<file path="config.mk">
export PLATFORM = sky130hd
export DESIGN_NAME = rv32i_mem_arbiter_flat
export DESIGN_NICKNAME = d
export VERILOG_FILES = /design/src/rtl/rv32i_mem_arbiter_pkg.sv /design/src/rtl/rv32i_mem_arbiter_if.sv /design/src/rtl/rv32i_mem_arbiter_grant.sv /design/src/rtl/rv32i_mem_arbiter.sv /design/src/flat_wrapper.sv
export SDC_FILE = /design/constraint.sdc
export NUM_CORES = 1
export LEC_CHECK = 0
export ABC_AREA = 1
export CAP_MARGIN = 20
export CORE_MARGIN = 5
export CORE_UTILIZATION = 41
export CTS_BUF_LIST = sky130_fd_sc_hd__clkbuf_8
export CTS_CLUSTER_DIAMETER = 100
export DETAILED_ROUTE_END_ITERATION = 12
export DONT_BUFFER_PORTS = 1
export GPL_ROUTABILITY_DRIVEN = 0
export PLACE_DENSITY = 0.61
export RECOVER_POWER = 100
export SLEW_MARGIN = 20
export SYNTH_ARGS = -nofsm -noshare
export SYNTH_HDL_FRONTEND = slang
export SYNTH_SLANG_ARGS = --single-unit
</file>
<file path="constraint.sdc">
create_clock -name clk -period 4.3 [get_ports clk]
set_clock_uncertainty 0.15 [all_clocks]
set_input_delay 0 -clock clk [delete_from_list [all_inputs] [get_ports clk]]
set_output_delay 0 -clock clk [all_outputs]
set_load 0.005 [all_outputs]
</file>
<file path="src/rtl/rv32i_mem_arbiter_pkg.sv">
// rtl/rv32i_mem_arbiter_pkg.sv - shared types and constants for the unified memory arbiter
package mem_arb_pkg;

    typedef enum logic {
        ARB_IDLE    = 1'b0,
        ARB_RD_WAIT = 1'b1
    } mem_arb_state_t;

    typedef enum logic {
        OWNER_IF = 1'b0,
        OWNER_DM = 1'b1
    } mem_arb_owner_t;

    // Legal read latency window of the memory port, in cycles.
    localparam int unsigned RD_LATENCY_MIN = 1;
    localparam int unsigned RD_LATENCY_MAX = 4;

    // Wide enough to hold RD_LATENCY_MAX.
    localparam int unsigned CNT_W = 3;

endpackage

</file>
<file path="src/rtl/rv32i_mem_arbiter_if.sv">
// rtl/rv32i_mem_arbiter_if.sv - fetch/load-store request, response and memory port bundle
interface rv32i_mem_arbiter_if;

    // Instruction-fetch requester
    logic        if_req_valid;
    logic        if_req_ready;
    logic [31:0] if_addr;
    logic        if_rsp_valid;
    logic [31:0] if_rsp_data;

    // Load/store requester
    logic        dm_req_valid;
    logic        dm_req_ready;
    logic [31:0] dm_addr;
    logic        dm_wr_ena;
    logic [31:0] dm_wr_data;
    logic        dm_rsp_valid;
    logic [31:0] dm_rsp_data;

    // Single-ported memory
    logic [31:0] mem_addr;
    logic [31:0] mem_wr_data;
    logic        mem_wr_ena;
    logic [31:0] mem_rd_data;

    // Requesters and memory model side
    modport master (
        output if_req_valid, if_addr,
        output dm_req_valid, dm_addr, dm_wr_ena, dm_wr_data,
        output mem_rd_data,
        input  if_req_ready, if_rsp_valid, if_rsp_data,
        input  dm_req_ready, dm_rsp_valid, dm_rsp_data,
        input  mem_addr, mem_wr_data, mem_wr_ena
    );

    // Arbiter side
    modport slave (
        input  if_req_valid, if_addr,
        input  dm_req_valid, dm_addr, dm_wr_ena, dm_wr_data,
        input  mem_rd_data,
        output if_req_ready, if_rsp_valid, if_rsp_data,
        output dm_req_ready, dm_rsp_valid, dm_rsp_data,
        output mem_addr, mem_wr_data, mem_wr_ena
    );

endinterface

</file>
<file path="src/rtl/rv32i_mem_arbiter_grant.sv">
// rtl/rv32i_mem_arbiter_grant.sv - combinational two-way one-hot grant
import mem_arb_pkg::*;

module mem_arb_grant (
    input  logic if_valid,
    input  logic dm_valid,
    input  logic ena,
    input  logic idle,
    input  logic favour_dm,
    output logic if_gnt,
    output logic dm_gnt
);

    logic can_grant;

    // Data wins unless fetch is also valid and the pointer favours fetch.
    always_comb begin
        can_grant = ena && idle;
        dm_gnt    = can_grant && dm_valid && (!if_valid || favour_dm);
        if_gnt    = can_grant && if_valid && !dm_gnt;
    end

endmodule

</file>
<file path="src/rtl/rv32i_mem_arbiter.sv">
// rtl/rv32i_mem_arbiter.sv - unified I/D memory arbiter; MEM_ARB_ROUND_ROBIN_EN selects round-robin
import mem_arb_pkg::*;

module rv32i_mem_arbiter #(
    parameter int unsigned RD_LATENCY = 1
) (
    input  logic                 clk,
    input  logic                 rst,
    input  logic                 ena,
    rv32i_mem_arbiter_if.slave   bus
);

    localparam logic [CNT_W-1:0] CNT_LOAD = CNT_W'(RD_LATENCY);
    localparam logic [CNT_W-1:0] CNT_ONE  = CNT_W'(1);

    if (RD_LATENCY < RD_LATENCY_MIN || RD_LATENCY > RD_LATENCY_MAX) begin : g_bad_latency
        $error("rv32i_mem_arbiter: RD_LATENCY out of range");
    end

    mem_arb_state_t   state_q, state_d;
    logic [CNT_W-1:0] cnt_q, cnt_d;
    mem_arb_owner_t   owner_q, owner_d;
    logic [31:0]      addr_q, addr_d;
    logic [31:0]      if_data_q, if_data_d;
    logic [31:0]      dm_data_q, dm_data_d;

    logic idle;
    logic favour_dm;
    logic if_gnt;
    logic dm_gnt;
    logic rsp_fire;
    logic if_rsp_fire;
    logic dm_rsp_fire;
    logic rd_accept;

    // Nothing is granted while reset is held.
    assign idle = (state_q == ARB_IDLE) && !rst;

`ifdef MEM_ARB_ROUND_ROBIN_EN
    logic rr_q, rr_d;  // 1 = data favoured on the next conflict

    // Hand priority to the other requester after every grant.
    always_comb begin
        rr_d = rr_q;
        if (if_gnt || dm_gnt) begin
            rr_d = if_gnt;
        end
    end

    // Round-robin pointer register; data favoured out of reset.
    always_ff @(posedge clk) begin
        if (rst) begin
            rr_q <= 1'b1;
        end else begin
            rr_q <= rr_d;
        end
    end

    assign favour_dm = rr_q;
`else
    assign favour_dm = 1'b1;
`endif

    mem_arb_grant u_grant (
        .if_valid  (bus.if_req_valid),
        .dm_valid  (bus.dm_req_valid),
        .ena       (ena),
        .idle      (idle),
        .favour_dm (favour_dm),
        .if_gnt    (if_gnt),
        .dm_gnt    (dm_gnt)
    );

    assign rd_accept   = if_gnt || (dm_gnt && !bus.dm_wr_ena);
    assign rsp_fire    = (state_q == ARB_RD_WAIT) && (cnt_q == CNT_ONE) && !rst;
    assign if_rsp_fire = rsp_fire && (owner_q == OWNER_IF);
    assign dm_rsp_fire = rsp_fire && (owner_q == OWNER_DM);

    // Next-state: capture a read on accept, count down, deliver and capture data at count 1.
    always_comb begin
        state_d   = state_q;
        cnt_d     = cnt_q;
        owner_d   = owner_q;
        addr_d    = addr_q;
        if_data_d = if_data_q;
        dm_data_d = dm_data_q;
        unique case (state_q)
            ARB_IDLE: begin
                if (rd_accept) begin
                    state_d = ARB_RD_WAIT;
                    cnt_d   = CNT_LOAD;
                    owner_d = dm_gnt ? OWNER_DM : OWNER_IF;
                    addr_d  = dm_gnt ? bus.dm_addr : bus.if_addr;
                end
            end
            ARB_RD_WAIT: begin
                cnt_d = cnt_q - CNT_ONE;
                if (cnt_q == CNT_ONE) begin
                    state_d = ARB_IDLE;
                end
            end
        endcase
        if (if_rsp_fire) begin
            if_data_d = bus.mem_rd_data;
        end
        if (dm_rsp_fire) begin
            dm_data_d = bus.mem_rd_data;
        end
    end

    // State, counter, owner, address and held response data registers.
    always_ff @(posedge clk) begin
        if (rst) begin
            state_q   <= ARB_IDLE;
            cnt_q     <= '0;
            owner_q   <= OWNER_IF;
            addr_q    <= '0;
            if_data_q <= '0;
            dm_data_q <= '0;
        end else begin
            state_q   <= state_d;
            cnt_q     <= cnt_d;
            owner_q   <= owner_d;
            addr_q    <= addr_d;
            if_data_q <= if_data_d;
            dm_data_q <= dm_data_d;
        end
    end

    assign bus.if_req_ready = if_gnt;
    assign bus.dm_req_ready = dm_gnt;
    assign bus.if_rsp_valid = if_rsp_fire;
    assign bus.dm_rsp_valid = dm_rsp_fire;
    // Response data follows memory in the response cycle, then holds.
    assign bus.if_rsp_data  = if_rsp_fire ? bus.mem_rd_data : if_data_q;
    assign bus.dm_rsp_data  = dm_rsp_fire ? bus.mem_rd_data : dm_data_q;

    // Memory port: registered address while a read is in flight, else the granted request.
    always_comb begin
        bus.mem_addr    = '0;
        bus.mem_wr_data = '0;
        bus.mem_wr_ena  = 1'b0;
        if (!rst && state_q == ARB_RD_WAIT) begin
            bus.mem_addr = addr_q;
        end else if (dm_gnt) begin
            bus.mem_addr = bus.dm_addr;
            if (bus.dm_wr_ena) begin
                bus.mem_wr_data = bus.dm_wr_data;
                bus.mem_wr_ena  = 1'b1;
            end
        end else if (if_gnt) begin
            bus.mem_addr = bus.if_addr;
        end
    end

endmodule

</file>
<file path="src/flat_wrapper.sv">
// flat-port wrapper written by rule: the top's interface ports become plain ports
module rv32i_mem_arbiter_flat 
#(
    parameter int unsigned RD_LATENCY = 1
)
  (clk, rst, ena, bus_if_req_valid, bus_if_addr, bus_dm_req_valid, bus_dm_addr, bus_dm_wr_ena, bus_dm_wr_data, bus_mem_rd_data, bus_if_req_ready, bus_if_rsp_valid, bus_if_rsp_data, bus_dm_req_ready, bus_dm_rsp_valid, bus_dm_rsp_data, bus_mem_addr, bus_mem_wr_data, bus_mem_wr_ena);
  rv32i_mem_arbiter_if bus_i ();
  input  logic clk;
  input  logic rst;
  input  logic ena;
  input wire logic [$bits(bus_i.if_req_valid)-1:0] bus_if_req_valid;
  input wire logic [$bits(bus_i.if_addr)-1:0] bus_if_addr;
  input wire logic [$bits(bus_i.dm_req_valid)-1:0] bus_dm_req_valid;
  input wire logic [$bits(bus_i.dm_addr)-1:0] bus_dm_addr;
  input wire logic [$bits(bus_i.dm_wr_ena)-1:0] bus_dm_wr_ena;
  input wire logic [$bits(bus_i.dm_wr_data)-1:0] bus_dm_wr_data;
  input wire logic [$bits(bus_i.mem_rd_data)-1:0] bus_mem_rd_data;
  output wire logic [$bits(bus_i.if_req_ready)-1:0] bus_if_req_ready;
  output wire logic [$bits(bus_i.if_rsp_valid)-1:0] bus_if_rsp_valid;
  output wire logic [$bits(bus_i.if_rsp_data)-1:0] bus_if_rsp_data;
  output wire logic [$bits(bus_i.dm_req_ready)-1:0] bus_dm_req_ready;
  output wire logic [$bits(bus_i.dm_rsp_valid)-1:0] bus_dm_rsp_valid;
  output wire logic [$bits(bus_i.dm_rsp_data)-1:0] bus_dm_rsp_data;
  output wire logic [$bits(bus_i.mem_addr)-1:0] bus_mem_addr;
  output wire logic [$bits(bus_i.mem_wr_data)-1:0] bus_mem_wr_data;
  output wire logic [$bits(bus_i.mem_wr_ena)-1:0] bus_mem_wr_ena;
  assign bus_i.if_req_valid = bus_if_req_valid;
  assign bus_i.if_addr = bus_if_addr;
  assign bus_i.dm_req_valid = bus_dm_req_valid;
  assign bus_i.dm_addr = bus_dm_addr;
  assign bus_i.dm_wr_ena = bus_dm_wr_ena;
  assign bus_i.dm_wr_data = bus_dm_wr_data;
  assign bus_i.mem_rd_data = bus_mem_rd_data;
  assign bus_if_req_ready = bus_i.if_req_ready;
  assign bus_if_rsp_valid = bus_i.if_rsp_valid;
  assign bus_if_rsp_data = bus_i.if_rsp_data;
  assign bus_dm_req_ready = bus_i.dm_req_ready;
  assign bus_dm_rsp_valid = bus_i.dm_rsp_valid;
  assign bus_dm_rsp_data = bus_i.dm_rsp_data;
  assign bus_mem_addr = bus_i.mem_addr;
  assign bus_mem_wr_data = bus_i.mem_wr_data;
  assign bus_mem_wr_ena = bus_i.mem_wr_ena;
  rv32i_mem_arbiter #(.RD_LATENCY(RD_LATENCY)) u_core (.clk(clk), .rst(rst), .ena(ena), .bus(bus_i));
endmodule
</file>
Yosys cells after proc, flatten, opt, wreduce, memory -nomap -nowiden
Index checks and enable logic that the tools add are counted.
- add/subtract/negate cells: 1
- equality and inequality tests: 2
- multiplexer cells: 18
- bitwise logic cells: 2
- reductions and logical operators: 16
- operators with widths (kind ; count):
    $mux 32 ; 9
    $logic_and 1x1->1 ; 11
    $mux 1 ; 6
    $pmux 3 s2 ; 1
    $eq 3x1->1 const B ; 1
    $logic_not 1->1 ; 3
    $mux 3 ; 1
    $sub 3x1->3 const B ; 1
    $ne 2x1->1 const B ; 1
    $not 1->1 ; 2
    $pmux 1 s2 ; 1
    $reduce_and 2->1 ; 1
    $logic_or 1x1->1 ; 1
- register bits: 101
- input port bits: 134
- output and inout port bits: 133
- logic and storage cells: 45

Longest topological paths before layout
- depth in word-level cells: 9
- mapped depth: 10
- gate-level depth less buffers: 8

By module
A second synthesis with hierarchy kept.
- cells, all modules: 1047
- area, all modules: 5886.9 sq um
- by module, submodules not included (module ; instances ; cells an instance ; area each (sq um) ; sequential area each (sq um)):
    rv32i_mem_arbiter ; 1 ; 1041 ; 5855.6 ; 2021.9
    mem_arb_grant ; 1 ; 6 ; 31.3 ; 0.0

Worst setup path before layout
Ideal clock, no wire load.
- path kind: register to register
- start: reg u_core.cnt_q[1]
- end: reg u_core.if_data_q[10]
- library setup time: 128 ps
- arrival time: 1204 ps
- path slack: 2818 ps
- cell stages (with the launch flop): 10
- path buffers: 2
- period minus slack after synthesis: 1482 ps
- cell sequence: dfxtp_1 > inv_1 > ha_1 > nand2_1 > nor2_4 > nand2_2 > buf_6 > buf_6 > o21ai_1 > nor2_1
- cells in the longest elaborated chain, start to end: 5
- ends and longest elaborated chain (item ; RTL line ; RTL):
    from (decl) ; rv32i_mem_arbiter.sv:21 ; logic [CNT_W-1:0] cnt_q, cnt_d;
    from (signal assigned) ; rv32i_mem_arbiter.sv:122 ; cnt_q <= cnt_d;
    $eq 3x1->1 ; rv32i_mem_arbiter.sv:75 ; assign rsp_fire = (state_q == ARB_RD_WAIT) && (cnt_q == CNT_ONE) && !rst;
    $logic_and 1x1->1 (2 in series) ; rv32i_mem_arbiter.sv:75 ;
    $logic_and 1x1->1 ; rv32i_mem_arbiter.sv:76 ; assign if_rsp_fire = rsp_fire && (owner_q == OWNER_IF);
    $mux 32 ; - ;
    to (signal assigned) ; rv32i_mem_arbiter.sv:125 ; if_data_q <= if_data_d;
    to (decl) ; rv32i_mem_arbiter.sv:24 ; logic [31:0] if_data_q, if_data_d;
No other way between the ends.
A chain may end at the register's enable or synchronous reset.

Worst setup path after layout
- start: in rst
- end: out bus_mem_addr[12]
- cells in the longest elaborated chain, start to end: 9
- elaborated cells between the ends (all ways): 11
- ends and longest elaborated chain (item ; RTL line ; RTL):
    from (decl) ; flat_wrapper.sv:9 ; input logic rst;
    $logic_not 1->1 * ; rv32i_mem_arbiter.sv:37, rv32i_mem_arbiter.sv:143 ;
    $logic_and 1x1->1 ; rv32i_mem_arbiter.sv:37 ; assign idle = (state_q == ARB_IDLE) && !rst;
    $logic_and 1x1->1 ; rv32i_mem_arbiter_grant.sv:18 ; can_grant = ena && idle;
    $logic_and 1x1->1 ; rv32i_mem_arbiter_grant.sv:19 ; dm_gnt = can_grant && dm_valid && (!if_valid || favour_dm);
    $logic_not 1->1 ; rv32i_mem_arbiter_grant.sv:20 ; if_gnt = can_grant && if_valid && !dm_gnt;
    $logic_and 1x1->1 ; rv32i_mem_arbiter_grant.sv:20 ;
    $mux 32 ; rv32i_mem_arbiter.sv:151 ; end else if (if_gnt) begin
    $mux 32 ; rv32i_mem_arbiter.sv:145 ; end else if (dm_gnt) begin
    $mux 32 * ; rv32i_mem_arbiter.sv:143 ; if (!rst && state_q == ARB_RD_WAIT) begin
    to (decl) ; flat_wrapper.sv:24 ; output wire logic [$bits(bus_i.mem_addr)-1:0] bus_mem_addr;
Mark *: on every way between the ends. The rest lies on a longest branch, timed or not.

==> impl_metrics.json <==
{
  "synth_mux_area_share_pct": 0,
  "clkPwrFrac_pct": 33.9,
  "final_hold_viol_count": 0,
  "dp_cells": 1036,
  "synth_top_area_share_pct": 35.6,
  "cts_tree": "built",
  "synth_cell_types": 26,
  "cp.arrival_ps": 3450,
  "cp_slowest_cell": "nand3_1",
  "start_util_pct": 41.4,
  "synth_warnings": 0,
  "synth_xor_area_share_pct": 0,
  "post-place-ws_ps": 1550,
  "avgSynthCellArea_um2": 6.20,
  "dieHeight_um": 128,
  "first_iter_violations": 372,
  "die_x_um": 128,
  "setup.worst_path.end_class": "primary output",
  "fill_cells": 1361,
  "routed_via_density": 4.86,
  "layout.nets": 1141,
  "period_share_pct": 83.8,
  "synthToLayoutAreaGrowth_pct": 25.1,
  "final_area_mm2": 0.00710,
  "power_density_mw_per_mm2": 273,
  "slew_headroom_pct": 6.32,
  "fmax_ghz": 0.278,
  "cts_buffer_depth": 2,
  "drc": 0,
  "die_area_mm2": 0.0163,
  "worstPathRequired_ps": 4150,
  "htreeDepth": 3,
  "rsz0062_at_grt": "false",
  "cts_setup_buffers": 0,
  "ys_async_sr_fraction_pct": 0,
  "total_power_mw": 1.94,
  "p_sw_uw": 535,
  "grt_max_degree": 69,
  "syn-num-nets": 1052,
  "synthAdderAreaFrac_pct": 0.441,
  "crit_path_max_fanout": 68,
  "critPathKind": "in2out",
  "grt.total_usage_pct": 19.5,
  "core-area_mm2": 0.0137,
  "synth_most_common_cell": "nand2_1",
  "seqPwrFrac_pct": 50.2,
  "grt_pass1_wl_mm": 26.4,
  "cts_buffers": 9,
  "drt_wl_total_mm": 16.6,
  "utilization_pct": 51.8,
  "synth_common_cells": "nand2_1 (230), inv_1 (176), nor2_1 (163), dfxtp_1 (101), o21ai_1 (64)",
  "switching_share_pct": 27.6,
  "critPathLaunchType": "input port",
  "grt-ovfl-total": 0,
  "place_area_mm2": 0.00552,
  "cts_sinks": 101,
  "num_vias": 5782,
  "ios": 267,
  "fin_cells": 1190,
  "min_period_ps": 3600,
  "antenna_left": 0,
  "synth_cells": 916,
  "dp_hpwl_mm": 10.5,
  "antenna_found_initial": 0,
  "antenna_cells": 0,
  "fin_tns_setup_ps": 0,
  "path_cells": "dlygate4sd3_1 -> buf_16 -> nor2_8 -> nand3_1 -> clkbuf_2 -> o211ai_1",
  "drv_cap": 0,
  "routedWlPerCell_um": 13.9,
  "setup_ws_ps": 697,
  "synth-seq-cells": 101,
  "synth_ff_type": "dfxtp_1",
  "portBuffers": 0,
  "power_frac_comb_pct": 15.9,
  "hp-class": "in2out",
  "drt-pass1-iter-count": 5,
  "synth_top_family_by_area": "simple AND/OR/NAND/NOR gates",
  "ir_drop_mv": 0.146,
  "ys_seq_area_share_pct": 35.6,
  "yosys.area_share.simple_pct": 34.6,
  "netlist_area_mm2": 0.00568,
  "drive_gt1_share_pct": 2.87,
  "tightest_slew_ps": 1400,
  "synth_compound_area_share_pct": 10.3,
  "slowest_delay_ps": 1080,
  "first_global_vias": 5512,
  "holdWs_ps": 28.1,
  "p_leak_nw": 3.94,
  "setup-violations-final": 0,
  "status": "complete, no violations",
  "slew_viol_final": 0,
  "cts-root-buf": "clkbuf_8",
  "p_int_mw": 1.41,
  "synth_edf_count": 0,
  "rows": 43,
  "yosys-top-cells-area": "dfxtp_1 (36%), nand2_1 (15%), inv_1 (12%)",
  "synth_top_area_cell": "dfxtp_1",
  "clkLatencyLatePin_ps": 370
}
[final cells by class]
type / count / area [um^2] / share of cell area (%)
Sequential cell: 101 / 2020 / 28.5
Timing Repair Buffer: 142 / 1410 / 19.9
Inverter: 178 / 673 / 9.48
Multi-Input combinational cell: 573 / 2550 / 36.0
Clock buffer: 10 / 138 / 1.94
Tap cell: 180 / 225 / 3.17
Clock inverter: 6 / 75.1 / 1.06
[flip-flops by register name (all words and copies together), names as in the netlist]
signal            count
u_core.addr_q        32
u_core.owner_q        1
u_core.cnt_q          3
u_core.dm_data_q     32
u_core.state_q        1
u_core.if_data_q     32
[worst max-delay path: cells and delay by family]
family	cells	cell delay, ps
compound gates	1	360
simple gates	2	1540
buf+inv	3	1540
[timing repair]
action,in CTS,in global routing
hold buffers,138,0
gates resized for setup,0,0
setup endpoints to repair,0,0
hold endpoints to repair,157,0
[logic make-up (layout without fill, tap and decap cells)]
logic type | after synthesis | after routing
AND/OR/NAND/NOR | 471 | 471
adder cells (fa/ha/maj) | 2 | 2
buffers and inverters | 242 | 336
AO/OA/AOI/OAI | 100 | 100
flip-flops | 101 | 101
[placed cells by master, fill, tap and decap left out, drive strengths merged]
| cell | n |
|---|---|
| dlygate4sd3 | 135 |
| nor3 | 1 |
| nand2 | 233 |
| bufinv | 1 |
| ha | 2 |
| inv | 182 |
| nand3 | 38 |
| o21bai | 1 |
| buf | 5 |
| a21oi | 2 |
| nor2 | 165 |
| clkinv | 1 |
| o211ai | 32 |
| o21ai | 65 |
| dfxtp | 101 |
| nand4 | 34 |
| clkbuf | 12 |
[path summary, 6_finish.rpt]
kind,start,endpoint,slack [ps],depth (start not counted)
max,rst,bus_mem_addr[12],700,6
min,bus_if_addr[3],bus_mem_addr[3],30,2
max reg2reg,u_core.state_q$_SDFF_PP0_,u_core.addr_q[24]$_SDFFE_PP0P_,990,6
min reg2reg,u_core.cnt_q[1]$_SDFFE_PP0P_,u_core.cnt_q[1]$_SDFFE_PP0P_,330,2
[power groups by stage]
stage,clock network (mW),registers (mW),logic (mW)
2_1_floorplan,0,0.991,0.177
5_1_grt,0.714,0.976,0.345
6_report,0.659,0.974,0.308
3_3_place_gp,0,0.995,0.175
3_5_place_dp,0,0.995,0.175
4_1_cts,0.680,0.974,0.309
[metal layers]
metal	vias to the layer above	share of wire, %	global-route usage (%)
met2	232	48	32.8
met5	-	0	0
met4	0	2.8	8.24
li1	2956	-	-
met3	38	7.9	4.46
met1	2556	42	24.2
(Power assumes the default switching activity.)
